===== config.mk =====
export PLATFORM = sky130hd
export DESIGN_NAME = uart_loader
export DESIGN_NICKNAME = d
export VERILOG_FILES = /design/src/rtl/uart_loader_pkg.sv /design/src/rtl/uart_loader_timeout.sv /design/src/rtl/uart_loader.sv
export SDC_FILE = /design/constraint.sdc
export NUM_CORES = 1
export LEC_CHECK = 0
export CORE_MARGIN = 2
export CORE_UTILIZATION = 56
export DETAILED_ROUTE_END_ITERATION = 10
export GPL_TIMING_DRIVEN = 0
export MAX_ROUTING_LAYER = met4
export PLACE_DENSITY = 0.84
export SYNTH_ARGS = -nofsm -noshare
export SYNTH_HDL_FRONTEND = slang
export SYNTH_SLANG_ARGS = --single-unit

===== constraint.sdc =====
create_clock -name clk -period 2.9 [get_ports clk]
set_input_delay 0.87 -clock clk [delete_from_list [all_inputs] [get_ports clk]]
set_output_delay 0.87 -clock clk [all_outputs]
set_load 0.02 [all_outputs]

===== src/rtl/uart_loader_pkg.sv =====
// Shared constants for the serial memory loader: FSM state codes, sync marker, LEN decode.
// Latency: none (package only).
// Backpressure: n/a.
package uart_loader_pkg;

  // Frame parser states; plain constants keep the encoding visible in waveforms.
  localparam logic [2:0] ST_IDLE = 3'd0;
  localparam logic [2:0] ST_ADDR = 3'd1;
  localparam logic [2:0] ST_LEN  = 3'd2;
  localparam logic [2:0] ST_DATA = 3'd3;
  localparam logic [2:0] ST_CSUM = 3'd4;

  localparam logic [7:0] SYNC_BYTE_DEFAULT = 8'h55;

  // A LEN byte of zero encodes the largest frame rather than an empty one.
  localparam logic [8:0] LEN_ZERO_WORDS = 9'd256;

  function automatic logic [8:0] word_count(input logic [7:0] len);
    return (len == 8'd0) ? LEN_ZERO_WORDS : {1'b0, len};
  endfunction

endpackage


===== src/rtl/uart_loader_timeout.sv =====
// Inter-byte watchdog: flags when no byte has arrived for TIMEOUT_CYCLES while a frame is open.
// Latency: expired is combinational from the counter; the parent registers the resulting err.
// Backpressure: none; clear restarts the count, run low holds it at zero.
module uart_loader_timeout #(
  parameter int unsigned TIMEOUT_CYCLES = 500_000
) (
  input  logic clk,
  input  logic rst,
  input  logic clear,
  input  logic run,
  output logic expired
);

  localparam int unsigned CW = $clog2(TIMEOUT_CYCLES);
  localparam logic [CW-1:0] LAST = CW'(TIMEOUT_CYCLES - 1);

  logic [CW-1:0] count;

  // Count idle cycles inside a frame; any received byte or leaving the frame restarts it.
  always_ff @(posedge clk) begin
    if (rst || clear || !run) begin
      count <= '0;
    end else if (count != LAST) begin
      count <= count + CW'(1);
    end
  end

  assign expired = run && !clear && (count == LAST);

endmodule


===== src/rtl/uart_loader.sv =====
// Serial frame loader: SYNC/ADDR/LEN/DATA/CSUM byte stream -> 32-bit word writes; optional watchdog under UART_LOADER_TIMEOUT_EN.
// Latency: wr_valid one cycle after the 4th byte of a word; done/err one cycle after the CSUM byte.
// Backpressure: one-word buffer toward the sink; none toward the receiver, so a word finishing onto a stalled buffer aborts the frame.
module uart_loader
  import uart_loader_pkg::*;
#(
  parameter logic [7:0]  SYNC_BYTE      = SYNC_BYTE_DEFAULT,
  parameter int unsigned TIMEOUT_CYCLES = 500_000
) (
  input  logic        clk,
  input  logic        rst,
  input  logic        rx_valid,
  input  logic [7:0]  rx_data,
  output logic        wr_valid,
  input  logic        wr_ready,
  output logic [31:0] wr_addr,
  output logic [31:0] wr_data,
  output logic        busy,
  output logic        done,
  output logic        err
);

  logic [2:0]  state;
  logic [1:0]  byte_idx;    // position within the ADDR field or the current data word
  logic [8:0]  words_left;
  logic [7:0]  csum;
  logic [23:0] word_lo;     // first three bytes of the word being assembled
  logic [31:0] next_addr;   // address the next completed word will be written to
  logic        timeout;

`ifdef UART_LOADER_TIMEOUT_EN
  uart_loader_timeout #(
    .TIMEOUT_CYCLES (TIMEOUT_CYCLES)
  ) u_timeout (
    .clk     (clk),
    .rst     (rst),
    .clear   (rx_valid),
    .run     (busy),
    .expired (timeout)
  );
`else
  assign timeout = 1'b0;
`endif

  assign busy = (state != ST_IDLE);

  // Frame parser plus single-word write buffer; a retiring write and a new word may share a cycle.
  always_ff @(posedge clk) begin
    if (rst) begin
      state      <= ST_IDLE;
      byte_idx   <= '0;
      words_left <= '0;
      csum       <= '0;
      word_lo    <= '0;
      next_addr  <= '0;
      wr_valid   <= 1'b0;
      wr_addr    <= '0;
      wr_data    <= '0;
      done       <= 1'b0;
      err        <= 1'b0;
    end else begin
      done <= 1'b0;
      err  <= 1'b0;

      if (wr_valid && wr_ready) begin
        wr_valid <= 1'b0;
      end

      if (timeout) begin
        // The pending write, if any, is left to drain on its own.
        state <= ST_IDLE;
        err   <= 1'b1;
      end else if (rx_valid) begin
        case (state)
          ST_IDLE: begin
            if (rx_data == SYNC_BYTE) begin
              state    <= ST_ADDR;
              byte_idx <= '0;
              csum     <= '0;
            end
          end
          ST_ADDR: begin
            csum      <= csum ^ rx_data;
            next_addr <= {next_addr[23:0], rx_data};
            byte_idx  <= byte_idx + 2'd1;
            if (byte_idx == 2'd3) begin
              state <= ST_LEN;
            end
          end
          ST_LEN: begin
            csum       <= csum ^ rx_data;
            words_left <= word_count(rx_data);
            state      <= ST_DATA;
          end
          ST_DATA: begin
            csum     <= csum ^ rx_data;
            byte_idx <= byte_idx + 2'd1;
            case (byte_idx)
              2'd0:    word_lo[7:0]   <= rx_data;
              2'd1:    word_lo[15:8]  <= rx_data;
              2'd2:    word_lo[23:16] <= rx_data;
              default: begin
                if (wr_valid && !wr_ready) begin
                  // Buffer still owned by the previous word: drop this one and abandon the frame.
                  err   <= 1'b1;
                  state <= ST_IDLE;
                end else begin
                  wr_valid   <= 1'b1;
                  wr_addr    <= next_addr;
                  wr_data    <= {rx_data, word_lo};
                  next_addr  <= next_addr + 32'd4;
                  words_left <= words_left - 9'd1;
                  if (words_left == 9'd1) begin
                    state <= ST_CSUM;
                  end
                end
              end
            endcase
          end
          ST_CSUM: begin
            state <= ST_IDLE;
            if (rx_data == csum) begin
              done <= 1'b1;
            end else begin
              err <= 1'b1;
            end
          end
          default: state <= ST_IDLE;
        endcase
      end
    end
  end

endmodule


Yosys cells after proc, flatten, opt, wreduce, memory -nomap -nowiden

Cells that the tools add are included.

Flip-flop bits (word level): 145
Latch bits: 0
Memory bits (writable): 0
ROM bits: 0
Input port bits: 12
Output and inout bits: 68
Word-level logic and storage cells: 88
Memories: 0

Add/sub/neg operators: 3
$mul: 0
Div/mod/pow operators: 0
Order comparisons: 0
Eq/ne operators: 15
Shifts and indexed selects: 0
Multiplexer cells: 27
Bitwise operators: 5
Reduce and logical (&&, ||, !) cells: 25

Operators with widths:

| cell                                                                  | count |
|---|---|
| 32-bit 2-to-1 mux                                                     | 2 |
| 32-bit one-hot mux with 2 select lines                                | 1 |
| 32-bit by 3-bit adder with 32-bit output, second input constant       | 1 |
| 9-bit 2-to-1 mux                                                      | 3 |
| 9-bit one-hot mux with 2 select lines                                 | 1 |
| 8-bit one-hot mux with 2 select lines                                 | 1 |
| 3-bit 2-to-1 mux                                                      | 5 |
| 3-bit AND reduction                                                   | 5 |
| 3-bit one-hot mux with 4 select lines                                 | 1 |
| 4-bit AND reduction                                                   | 3 |
| 9-bit by 1-bit equality test with 1-bit output, second input constant | 1 |
| 1-bit 2-to-1 mux                                                      | 9 |
| 3-bit OR reduction                                                    | 3 |
| 9-bit by 1-bit subtractor with 9-bit output, second input constant    | 1 |
| 8-bit by 7-bit equality test with 1-bit output, second input constant | 1 |
| 8-bit equality test                                                   | 1 |
| 8-bit logical NOT                                                     | 1 |
| 8-bit 2-to-1 mux                                                      | 1 |
| 2-bit != test, second input constant                                  | 4 |
| 2-bit nonzero test                                                    | 4 |
| 8-bit XOR                                                             | 1 |
| 3-bit by 2-bit equality test with 1-bit output, second input constant | 2 |
| 5-bit AND reduction                                                   | 1 |
| 2-bit equality test, second input constant                            | 2 |
| 15 further kinds                                                      | 20 |

Depth between registers and ports, before layout

Gate-level depths: netlist of the first run.

Depth after elaboration: 6
Depth in mapped cells: 8
Depth with buffers taken out: 7

Worst setup path after synthesis of the first run

No wires, ideal clock.

Path kind: input-to-reg
Start point: input port rx_data[1]
End point: register state[0]
Library setup time: 0.095 ns
Arrival time: 2.280 ns
Required time: 2.805 ns
Setup slack: 0.525 ns
Stages on the path: 6
Path buffers: 2
Cell sequence: clkbuf_1 > or4_1 > o21bai_1 > nand2_1 > clkbuf_1 > a221oi_1

Word-level cells in the longest chain between the ends: 3

RTL lines:

| item                                           | RTL line          | source |
|---|---|---|
| start: declaration                             | uart_loader.sv:13 | `input logic [7:0] rx_data,` |
| 8-bit by 7-bit equality test with 1-bit output | uart_loader.sv:76 | `if (rx_data == SYNC_BYTE) begin` |
| 2-bit != test (no line)                        | -                 |  |
| 5-bit AND reduction (no line)                  | -                 |  |
| end signal: assignment                         | uart_loader.sv:71 | `state <= ST_IDLE;` |
| end signal: assignment                         | uart_loader.sv:77 | `state <= ST_ADDR;` |
| end signal: assignment                         | uart_loader.sv:87 | `state <= ST_LEN;` |
| end: declaration                               | uart_loader.sv:23 | `logic [2:0] state;` |

Every way passes these cells.
A chain may end at the register's enable or synchronous reset.

Final worst setup path of the first run

Start point: register state[1]
End point: output port busy

Word-level cells in the longest chain between the ends: 1

RTL lines:

| item                     | RTL line          | source |
|---|---|---|
| start signal: assignment | uart_loader.sv:50 | `state <= ST_IDLE;` |
| start signal: assignment | uart_loader.sv:71 |  |
| start signal: assignment | uart_loader.sv:77 |  |
| 3-bit nonzero test       | uart_loader.sv:45 | `assign busy = (state != ST_IDLE);` |
| end: declaration         | uart_loader.sv:18 | `output logic busy,` |

Every way passes these cells.

==> flow_summary.yaml, run 1 <==
sta:
  slew_viol_final: 0
  final.period_utilization: 0.958
  max_freq_ghz: 0.360
  setup_slack_ns: 0.121
  hold_ws_ns: 0.451
  period_minus_slack_ns: 2.78
  rsz0062_at_grt: "no"
  worst_pin_slew_ns: 0.774
  final-hold-violation-count: 0
  max_slew_margin: 0.484
  finalClockSkew_ns: 0.0176
  finalSetupViolCount: 0
floorplanning:
  die_area_um2: 12600
  num_rows: 39
  start_util: 0.575
  core_um2: 11400
  dieWidth_um: 112
  ios: 80
  die_h_um: 112
synth:
  syn_nets: 858
  synth_edf_count: 0
  synth_area_per_cell_um2: 7.82
  ys.flop_type: "dfxtp_1"
  synth_warnings: 0
  synthDistinctLibCells: 59
  ys_ff_latch: 145
  synthArstFlopShare: 0
  ys_seq_area_frac: 0.442
  syn-cell-area_um2: 6560
  synthCells: 839
job:
  drv_cap: 0
detailed_routing:
  wl_met3_um: 2000
  wire_per_inst_um: 18.5
  topRoutingLayerUsed: "met4"
  routed_wl_um: 20100
  drt_iter0_drc: 908
  vias: 6689
  routed-wl-met2_um: 9320
  drtPass1Iterations: 5
  wl_met1_um: 8100
  via_per_inst: 6.15
  antenna_left: 0
  drc: 0
grt:
  grt_max_degree: 17
  grt_util_all_layers: 0.328
  grt_pass1_wl_um: 31700
  first_global_vias: 6223
  grt_overflow: 0
  antenna_found_initial: 0
final_layout:
  num-nets-final: 951
  drive_gt1_frac: 0.0561
  multiInputGateArea_um2: 3350
  n_antenna_cell: 0
  area_delta_synth_final_pct: 23.6
  fin_area_um2: 8110
  fillers: 923
  seqCellArea_um2: 2900
  stdcell_count: 1088
clocking:
  postCtsSetupBuffers: 0
  numCtsBuffers: 17
  cts_root_buffer: "clkbuf_16"
  clock_sinks: 145
  clockBufferDepth: 2
  clk_pin_slew_ns: 0.06
  htree_levels: 4
  clk_latency_ns: 0.44
  cts_tree: "done"
setup_path:
  endpoint_kind: "output pin"
  worstPathRequired_ns: 2.03
  crit_fanout: 9
  cp.arrival_ns: 1.91
  crit_path_start_kind: "flip-flop"
  crit_type: "flip-flop to output pin"
pwr:
  clockPowerShare: 0.521
  intPower_mw: 3.42
  sw_frac_of_total: 0.221
  power.density_nw_per_um2: 542
  combPwrFrac: 0.025
  power.net_switching_uw: 969
  leakage_nw: 2.86
  p_seq_frac: 0.454
  ir_drop_uv: 585
place:
  place_area_um2: 7480
  hpwl_um: 13400
  port_buffers: 74
  post-place-ws_ns: -0.465
  numPlacedInstances: 1056
  gp_congestion: 0.988
status:
  outcome: "finished clean"
worst_hold_path:
  hp-class: "flip-flop to flip-flop"
-- cell usage after synthesis, types with 2 or more instances --
master	count	area (um2)
a211oi_1	8	60.1
o22ai_1	3	18.8
mux2i_1	24	240
nor2b_1	3	18.8
nand3b_1	11	82.6
dfxtp_1	145	2900
o21ai_0	37	185
clkbuf_1	54	203
a311oi_1	7	61.3
and4_1	5	43.8
or4_1	5	37.5
nor3_1	8	40.0
or2_2	2	12.5
o21bai_1	3	22.5
xnor2_1	8	70.1
a21oi_1	114	571
a31oi_1	12	75.1
buf_1	10	37.5
a21o_1	5	37.5
and4b_1	2	20.0
o211ai_1	2	15.0
buf_2	7	35.0
o311ai_0	2	17.5
and2_1	6	37.5
nand4_1	18	113
a221oi_1	3	26.3
nor3b_1	2	15.0
a31o_2	2	17.5
nand3_1	18	90.1
and3_1	10	62.6
nand2_1	182	683
or3_1	4	25.0
nor2_1	67	251
ha_1	7	87.6
o41ai_1	3	26.3
inv_1	8	30.0
nor4_1	3	18.8
nand2b_1	3	18.8
o31ai_1	6	45.0
-- per-layer routing --
layer | vias up | global-route usage
met2 | 412 | 0.504
met4 | 0 | 0.138
met1 | 3080 | 0.428
met5 | - | -
met3 | 71 | 0.0610
li1 | 3126 | -
-- logic make-up after synthesis --
group,Yosys count,share of synthesized area
simple gates,356,0.253
compound gates,218,0.195
flops,145,0.442
buf+inv,81,0.0482
mux,24,0.0366
xor+xnor,8,0.0107
fa+ha+maj,7,0.0133
-- critical path, stage by stage, from the launching register on --
cell and delay, ns:
dfxtp_1 0.30, clkbuf_1 0.18, or3_1 0.43, clkdlybuf4s50_1 0.56
-- placed cells by master, fill, tap and decap left out, types with 11 or more instances in the layout --
cell type          n
clkbuf_1          54
nand3b_1          11
nand3_1           18
nand2_1          182
mux2i_1           24
a21oi_1          114
a31oi_1           12
nand4_1           18
nor2_1            66
clkbuf_16         17
o21ai_0           37
clkdlybuf4s50_1   74
dfxtp_1          145
-- flip-flops by register name (all words and copies together) (netlist names), 2 cells and up --
signal and count:
word_lo 24, state 3, words_left 9, byte_idx 2
next_addr 32, wr_addr 32, csum 8, wr_data 32
-- timing repair --
action	CTS	global route
endpoints found under the setup margin	4	9
gates resized for setup	2	4
hold buffers	0	0
-- layout make-up --
type	instances	share of cell area
clock buffer	21	0.0568
buffer	72	0.0352
tap	143	0.0221
sequential	145	0.358
multi-input combinational	613	0.413
clock inverter	11	0.0191
inverter	9	0.00417
timing repair buffer	74	0.0914
-- path summary, 6_finish.rpt --
path	start	endpoint	slack, ns	depth (start not counted)
max	state[1]	busy	0.12	3
min	wr_addr[18]	wr_addr[18]	0.45	2
max reg2reg	state[1]	next_addr[9]	0.30	6
min reg2reg	wr_addr[18]	wr_addr[18]	0.45	2
-- stage by stage --
step	setup TNS [ns]	power, mW	utilization
4_1_cts	0	4.38	0.710
5_1_grt	0	4.48	0.710
2_1_floorplan	0	2.10	-
3_5_place_dp	-23.15	2.14	0.655
3_3_place_gp	-20.61	2.14	0.655
6_report	0	4.39	0.710
-- power groups by stage --
| stage | clock network (mW) | registers (mW) | logic (mW) |
|---|---|---|---|
| after floorplan | 0 | 2.04 | 0.0591 |
| after global placement | 0 | 2.04 | 0.106 |
| after detailed placement | 0 | 2.04 | 0.106 |
| after CTS | 2.28 | 1.99 | 0.108 |
| after global routing | 2.37 | 1.99 | 0.117 |
| final | 2.29 | 1.99 | 0.112 |
No activity file was read; power rests on OpenSTA's default activity.
==> run 2: changes to the inputs <==
--- a/config.mk
+++ b/config.mk
@@ -5,12 +5,15 @@
 export SDC_FILE = /design/constraint.sdc
 export NUM_CORES = 1
 export LEC_CHECK = 0
+export CAP_MARGIN = 15
 export CORE_MARGIN = 2
 export CORE_UTILIZATION = 56
+export CTS_BUF_LIST = sky130_fd_sc_hd__clkbuf_16
 export DETAILED_ROUTE_END_ITERATION = 10
 export GPL_TIMING_DRIVEN = 0
 export MAX_ROUTING_LAYER = met4
 export PLACE_DENSITY = 0.84
 export SYNTH_ARGS = -nofsm -noshare
 export SYNTH_HDL_FRONTEND = slang
+export SYNTH_HIERARCHICAL = 1
 export SYNTH_SLANG_ARGS = --single-unit
==> flow_summary.yaml, run 2 <==
detailed_routing:
  drtPass1Iterations: 5
  wire_per_inst_um: 18.3
  routed_wl_um: 19900
  vias: 6697
  via_per_inst: 6.16
  drt_iter0_drc: 817
  antenna_left: 0
  drc: 0
setup_path:
  worst-path-buf-inv: 2
  cp_slowest_cell: "clkdlybuf4s50_1"
  worstSetupStartpoint: "state[1]"
  max_stage_delay_ns: 0.56
  cp_top_family: "buffers and inverters"
  endpoint_kind: "output pin"
  worstPathRequired_ns: 2.03
  crit_fanout: 9
  worstReg2RegStart: "state[1]"
  crit_path_start_kind: "flip-flop"
  cp.arrival_ns: 1.91
  crit_type: "flip-flop to output pin"
  cp_cell_sequence: "clkbuf_1 -> or3_1 -> clkdlybuf4s50_1"
status:
  outcome: "finished clean"
synth:
  synthArstFlopShare: 0
  synth_most_common_cell: "nand2_1"
  ys_seq_area_frac: 0.442
  synth_area_per_cell_um2: 7.82
  ys.flop_type: "dfxtp_1"
  synthCells: 839
  syn_nets: 858
  synth_edf_count: 0
  synth.top_cell.area_share: 0.442
  synth_warnings: 6
  ys_ff_latch: 145
  synthDistinctLibCells: 59
  synth_top_area_cell: "dfxtp_1"
  synthTopCellsByCount: "nand2_1 (182), dfxtp_1 (145), a21oi_1 (114)"
  syn-cell-area_um2: 6560
  synth_area_leaders: "dfxtp_1 (44%), nand2_1 (10%), a21oi_1 (8.7%)"
place:
  gp_congestion: 0.988
  post-place-ws_ns: -0.465
  port_buffers: 74
  numPlacedInstances: 1056
  place_area_um2: 7480
  hpwl_um: 13400
sta:
  slew_viol_final: 0
  period_minus_slack_ns: 2.78
  rsz0062_at_grt: "no"
  finalClockSkew_ns: 0.0116
  timing.setup.tns_ns: 0
  max_slew_margin: 0.485
  finalSetupViolCount: 0
  worst_pin_slew_ns: 0.773
  setup_slack_ns: 0.120
  final.period_utilization: 0.959
  final-hold-violation-count: 0
  max_freq_ghz: 0.360
final_layout:
  num-nets-final: 951
  stdcell_count: 1088
  fillers: 934
  n_antenna_cell: 0
  multiInputGateArea_um2: 3350
  final_cell_mix: "nand2_1 (182), dfxtp_1 (145), a21oi_1 (114), clkdlybuf4s50_1 (74), nor2_1 (66)"
  area_delta_synth_final_pct: 23.3
  seqCellArea_um2: 2900
  drive_gt1_frac: 0.0550
  reg.largest.list: "next_addr x32, wr_addr x32, wr_data x32"
  final_common_cell: "nand2_1"
  fin_area_um2: 8090
pwr:
  power.density_nw_per_um2: 535
  p_total_mw: 4.33
  leakage_nw: 2.85
  ir_drop_uv: 577
clocking:
  clockBufferDepth: 2
  cts_tree: "done"
  clock_sinks: 145
  cts_root_buffer: "clkbuf_16"
  numCtsBuffers: 17
  htree_levels: 4
  postCtsSetupBuffers: 0
  clk_latency_ns: 0.43
  clk_pin_slew_ns: 0.06
floorplanning:
  ios: 80
  die_h_um: 112
  num_rows: 39
  start_util: 0.575
  die_area_um2: 12600
  dieWidth_um: 112
  core_um2: 11400
worst_hold_path:
  min-delay-start: "wr_addr[18]"
  hp-class: "flip-flop to flip-flop"
grt:
  grt_overflow: 0
  antenna_found_initial: 0
  grt_max_degree: 17
  grt_util_all_layers: 0.328
  first_global_vias: 6203
  grt_pass1_wl_um: 31800
job:
  drv_cap: 0
-- run 2: repair_timing --
item / in CTS / in global routing
setup endpoints to repair: 4 / 21
gates resized for setup: 2 / 4
pin swaps: 0 / 0
hold buffers: 0 / 0
-- run 2: area by class of cell --
cell class / count / area share
multi-input combinational: 613 / 0.415
clock buffer: 17 / 0.0526
clock inverter: 15 / 0.0210
buffer: 72 / 0.0353
timing repair buffer: 74 / 0.0915
sequential: 145 / 0.359
inverter: 9 / 0.00418
tap: 143 / 0.0221
-- run 2: cells by family (layout without fill, tap and decap cells) --
logic type / Yosys count / count (layout) / share of synthesized area
flops: 145 / 145 / 0.442
fa+ha+maj: 7 / 7 / 0.0133
buf+inv: 81 / 187 / 0.0482
xor+xnor: 8 / 8 / 0.0107
compound gates: 218 / 218 / 0.195
mux: 24 / 24 / 0.0366
simple gates: 356 / 356 / 0.253
-- run 2: worst reg2reg max path, stage by stage (launching register included) --
cell	delay, ns
dfxtp_1	0.31
clkbuf_1	0.29
and3b_1	0.34
clkbuf_1	0.53
clkbuf_1	0.60
nand2_1	0.17
a311oi_1	0.28
-- run 2: layer usage --
layer / routed length [um] / global-route usage
met5: 0 / -
met4: 578 / 0.131
met3: 1880 / 0.0675
met2: 9240 / 0.502
met1: 8240 / 0.428
-- run 2: final timing paths --
check | end | slack [ns] | depth (start not counted)
worst max-delay path | busy | 0.12 | 3
worst max register to register | next_addr[9] | 0.28 | 6
worst min-delay path | wr_addr[18] | 0.45 | 2
worst min register to register | wr_addr[18] | 0.45 | 2
-- run 2: where the power goes --
group	total, mW	switching, mW	internal (mW)	leakage (nW)
combinational	0.111	0.0845	0.0264	1.39
sequential	1.99	0.00150	1.99	1.17
clock	2.22	0.876	1.35	0.295
total	4.33	0.962	3.36	2.85
-- run 2: metrics by stage --
stage           util  hold WS, ns
4_1_cts        0.708        0.453
3_5_place_dp   0.655        0.445
2_1_floorplan      -        0.432
3_3_place_gp   0.655        0.441
5_1_grt        0.709        0.471
6_report       0.709        0.451
==> run 3: changes to the inputs <==
--- a/config.mk
+++ b/config.mk
@@ -7,12 +7,12 @@
 export LEC_CHECK = 0
 export CAP_MARGIN = 15
 export CORE_MARGIN = 2
-export CORE_UTILIZATION = 56
-export CTS_BUF_LIST = sky130_fd_sc_hd__clkbuf_16
+export CORE_UTILIZATION = 30
 export DETAILED_ROUTE_END_ITERATION = 10
 export GPL_TIMING_DRIVEN = 0
 export MAX_ROUTING_LAYER = met4
-export PLACE_DENSITY = 0.84
+export PLACE_DENSITY = 0.52
+export SLEW_MARGIN = 0
 export SYNTH_ARGS = -nofsm -noshare
 export SYNTH_HDL_FRONTEND = slang
 export SYNTH_HIERARCHICAL = 1
==> flow_summary.yaml, run 3 (synthesized netlist as in run 2, its figures left out) <==
sta:
  finalClockSkew_ns: 0.00874
  rsz0062_at_grt: "no"
  period_minus_slack_ns: 2.80
  worst_pin_slew_ns: 0.872
  finalSetupViolCount: 0
  hold_ws_ns: 0.453
  final-hold-violation-count: 0
  max_freq_ghz: 0.357
  slew_viol_final: 0
  max_slew_margin: 0.419
  setup_slack_ns: 0.0955
  final.period_utilization: 0.967
final_layout:
  area_delta_synth_final_pct: 26.3
  multiInputGateArea_um2: 3360
  seqCellArea_um2: 2900
  fin_util: 0.383
  final_common_cell: "nand2_1"
  reg.largest.list: "next_addr x32, wr_addr x32, wr_data x32"
  stdcell_count: 1225
  n_antenna_cell: 0
  drive_gt1_frac: 0.0571
  final_cell_mix: "nand2_1 (182), dfxtp_1 (145), a21oi_1 (114), clkdlybuf4s50_1 (74), nor2_1 (66)"
  num-nets-final: 951
  fillers: 2293
detailed_routing:
  antenna_left: 0
  wire_per_inst_um: 18.2
  drc: 0
  drtPass1Iterations: 5
  vias: 6471
  via_per_inst: 5.28
  routed_wl_um: 22300
  drt_iter0_drc: 527
place:
  gp_congestion: 0.864
  post-place-ws_ns: -0.554
  hpwl_um: 15300
  port_buffers: 74
  numPlacedInstances: 1193
grt:
  first_global_vias: 6227
  antenna_found_initial: 0
  grt_max_degree: 17
  grt_pass1_wl_um: 35300
  grt_util_all_layers: 0.199
  grt_overflow: 0
floorplanning:
  start_util: 0.303
  core_um2: 21600
  die_h_um: 152
  die_area_um2: 23100
  num_rows: 54
  ios: 80
  dieWidth_um: 152
setup_path:
  ff2ff_path_depth: 6
  worst-path-buf-inv: 2
  cp_slowest_cell: "clkdlybuf4s50_1"
  cp_top_family: "buffers and inverters"
  worstPathRequired_ns: 2.03
  cp.arrival_ns: 1.93
  cp_cell_sequence: "clkbuf_1 -> or3_1 -> clkdlybuf4s50_1"
  max_stage_delay_ns: 0.57
  endpoint_kind: "output pin"
  rrSetupSlack_ns: 0.26
  crit_path_start_kind: "flip-flop"
  crit_type: "flip-flop to output pin"
  crit_fanout: 9
  worstReg2RegStart: "state[1]"
  rr_endpoint: "next_addr[9]"
worst_hold_path:
  min_path_cells: 2
  hp-class: "flip-flop to flip-flop"
  min-delay-start: "word_lo[6]"
  worstHoldEndpoint: "wr_data[6]"
pwr:
  intPower_mw: 3.42
  leakage_nw: 2.85
  power.net_switching_mw: 1.01
  p_seq_frac: 0.450
  p_total_mw: 4.43
  combPwrFrac: 0.026
  power.density_nw_per_um2: 535
  ir_drop_uv: 378
  clockPowerShare: 0.524
  sw_frac_of_total: 0.227
job:
  drv_cap: 0
clocking:
  numCtsBuffers: 17
  cts_root_buffer: "clkbuf_16"
  clk_pin_slew_ns: 0.06
  clock_sinks: 145
  cts_tree: "done"
  postCtsSetupBuffers: 0
  hold_buffers: 0
  htree_levels: 4
  clockBufferDepth: 2
  clk_latency_ns: 0.44
status:
  outcome: "finished clean"
-- run 3: cell types whose count changed in the layout (fill, tap and decap cells not counted), sizes merged --
cell,previous run,this run
clkinv,8,3
clkbuf,72,75
clkinvlp,1,3
buf,17,18
inv,12,11
-- run 3: power groups by stage --
| stage | Clock (mW) | Combinational [mW] | Sequential, mW |
|---|---|---|---|
| after floorplan | 0 | 0.0591 | 2.04 |
| after global placement | 0 | 0.115 | 2.04 |
| after detailed placement | 0 | 0.115 | 2.04 |
| after CTS | 2.35 | 0.115 | 1.99 |
| after global routing | 2.44 | 0.123 | 1.99 |
| final | 2.32 | 0.115 | 1.99 |
-- run 3: per-layer routing --
layer | part of all wire | up-vias | global-route usage
li1 | - | 3128 | -
met1 | 0.47 | 3091 | 0.266
met2 | 0.45 | 219 | 0.299
met3 | 0.057 | 33 | 0.0396
met4 | 0.022 | 0 | 0.0717
met5 | 0 | - | -
-- run 3: cell type report --
class / count / area share
sequential: 145 / 0.350
clock inverter: 11 / 0.0184
tap: 280 / 0.0423
clock buffer: 21 / 0.0556
timing repair buffer: 74 / 0.0894
multi-input combinational: 613 / 0.405
buffer: 72 / 0.0344
inverter: 9 / 0.00408
-- run 3: worst max-delay path by stage --
stage / end / slack, ns / from / depth (start not counted)
after detailed placement: next_addr[2] / -0.55 / rx_valid / 7
after floorplan: state[0] / 0.52 / rx_data[1] / 6
after CTS: next_addr[6] / 0.07 / rx_valid / 7
after global routing: next_addr[25] / 0.02 / wr_ready / 7
after global placement: next_addr[2] / -0.63 / rx_valid / 7
final: busy / 0.1 / state[1] / 3
-- run 3: stage by stage --
step                cell area, um2  TNS [ns]
detailed placement            7650    -35.24
finish                        8290         0
CTS                           8280         0
global placement              7650    -35.02
floorplan                     6560         0
global route                  8290         0
-- run 3: worst register-to-register path: cells and delay by family (launching register included) --
family | cells | cell delay, ns
buffers and inverters | 3 | 1.45
AND/OR/NAND/NOR | 2 | 0.51
flip-flops | 1 | 0.31
AO/OA/AOI/OAI | 1 | 0.28
-- run 3: repair_timing --
item | CTS | global route
endpoints found under the setup margin | 25 | 54
resized for setup | 3 | 5
cloned | 0 | 0
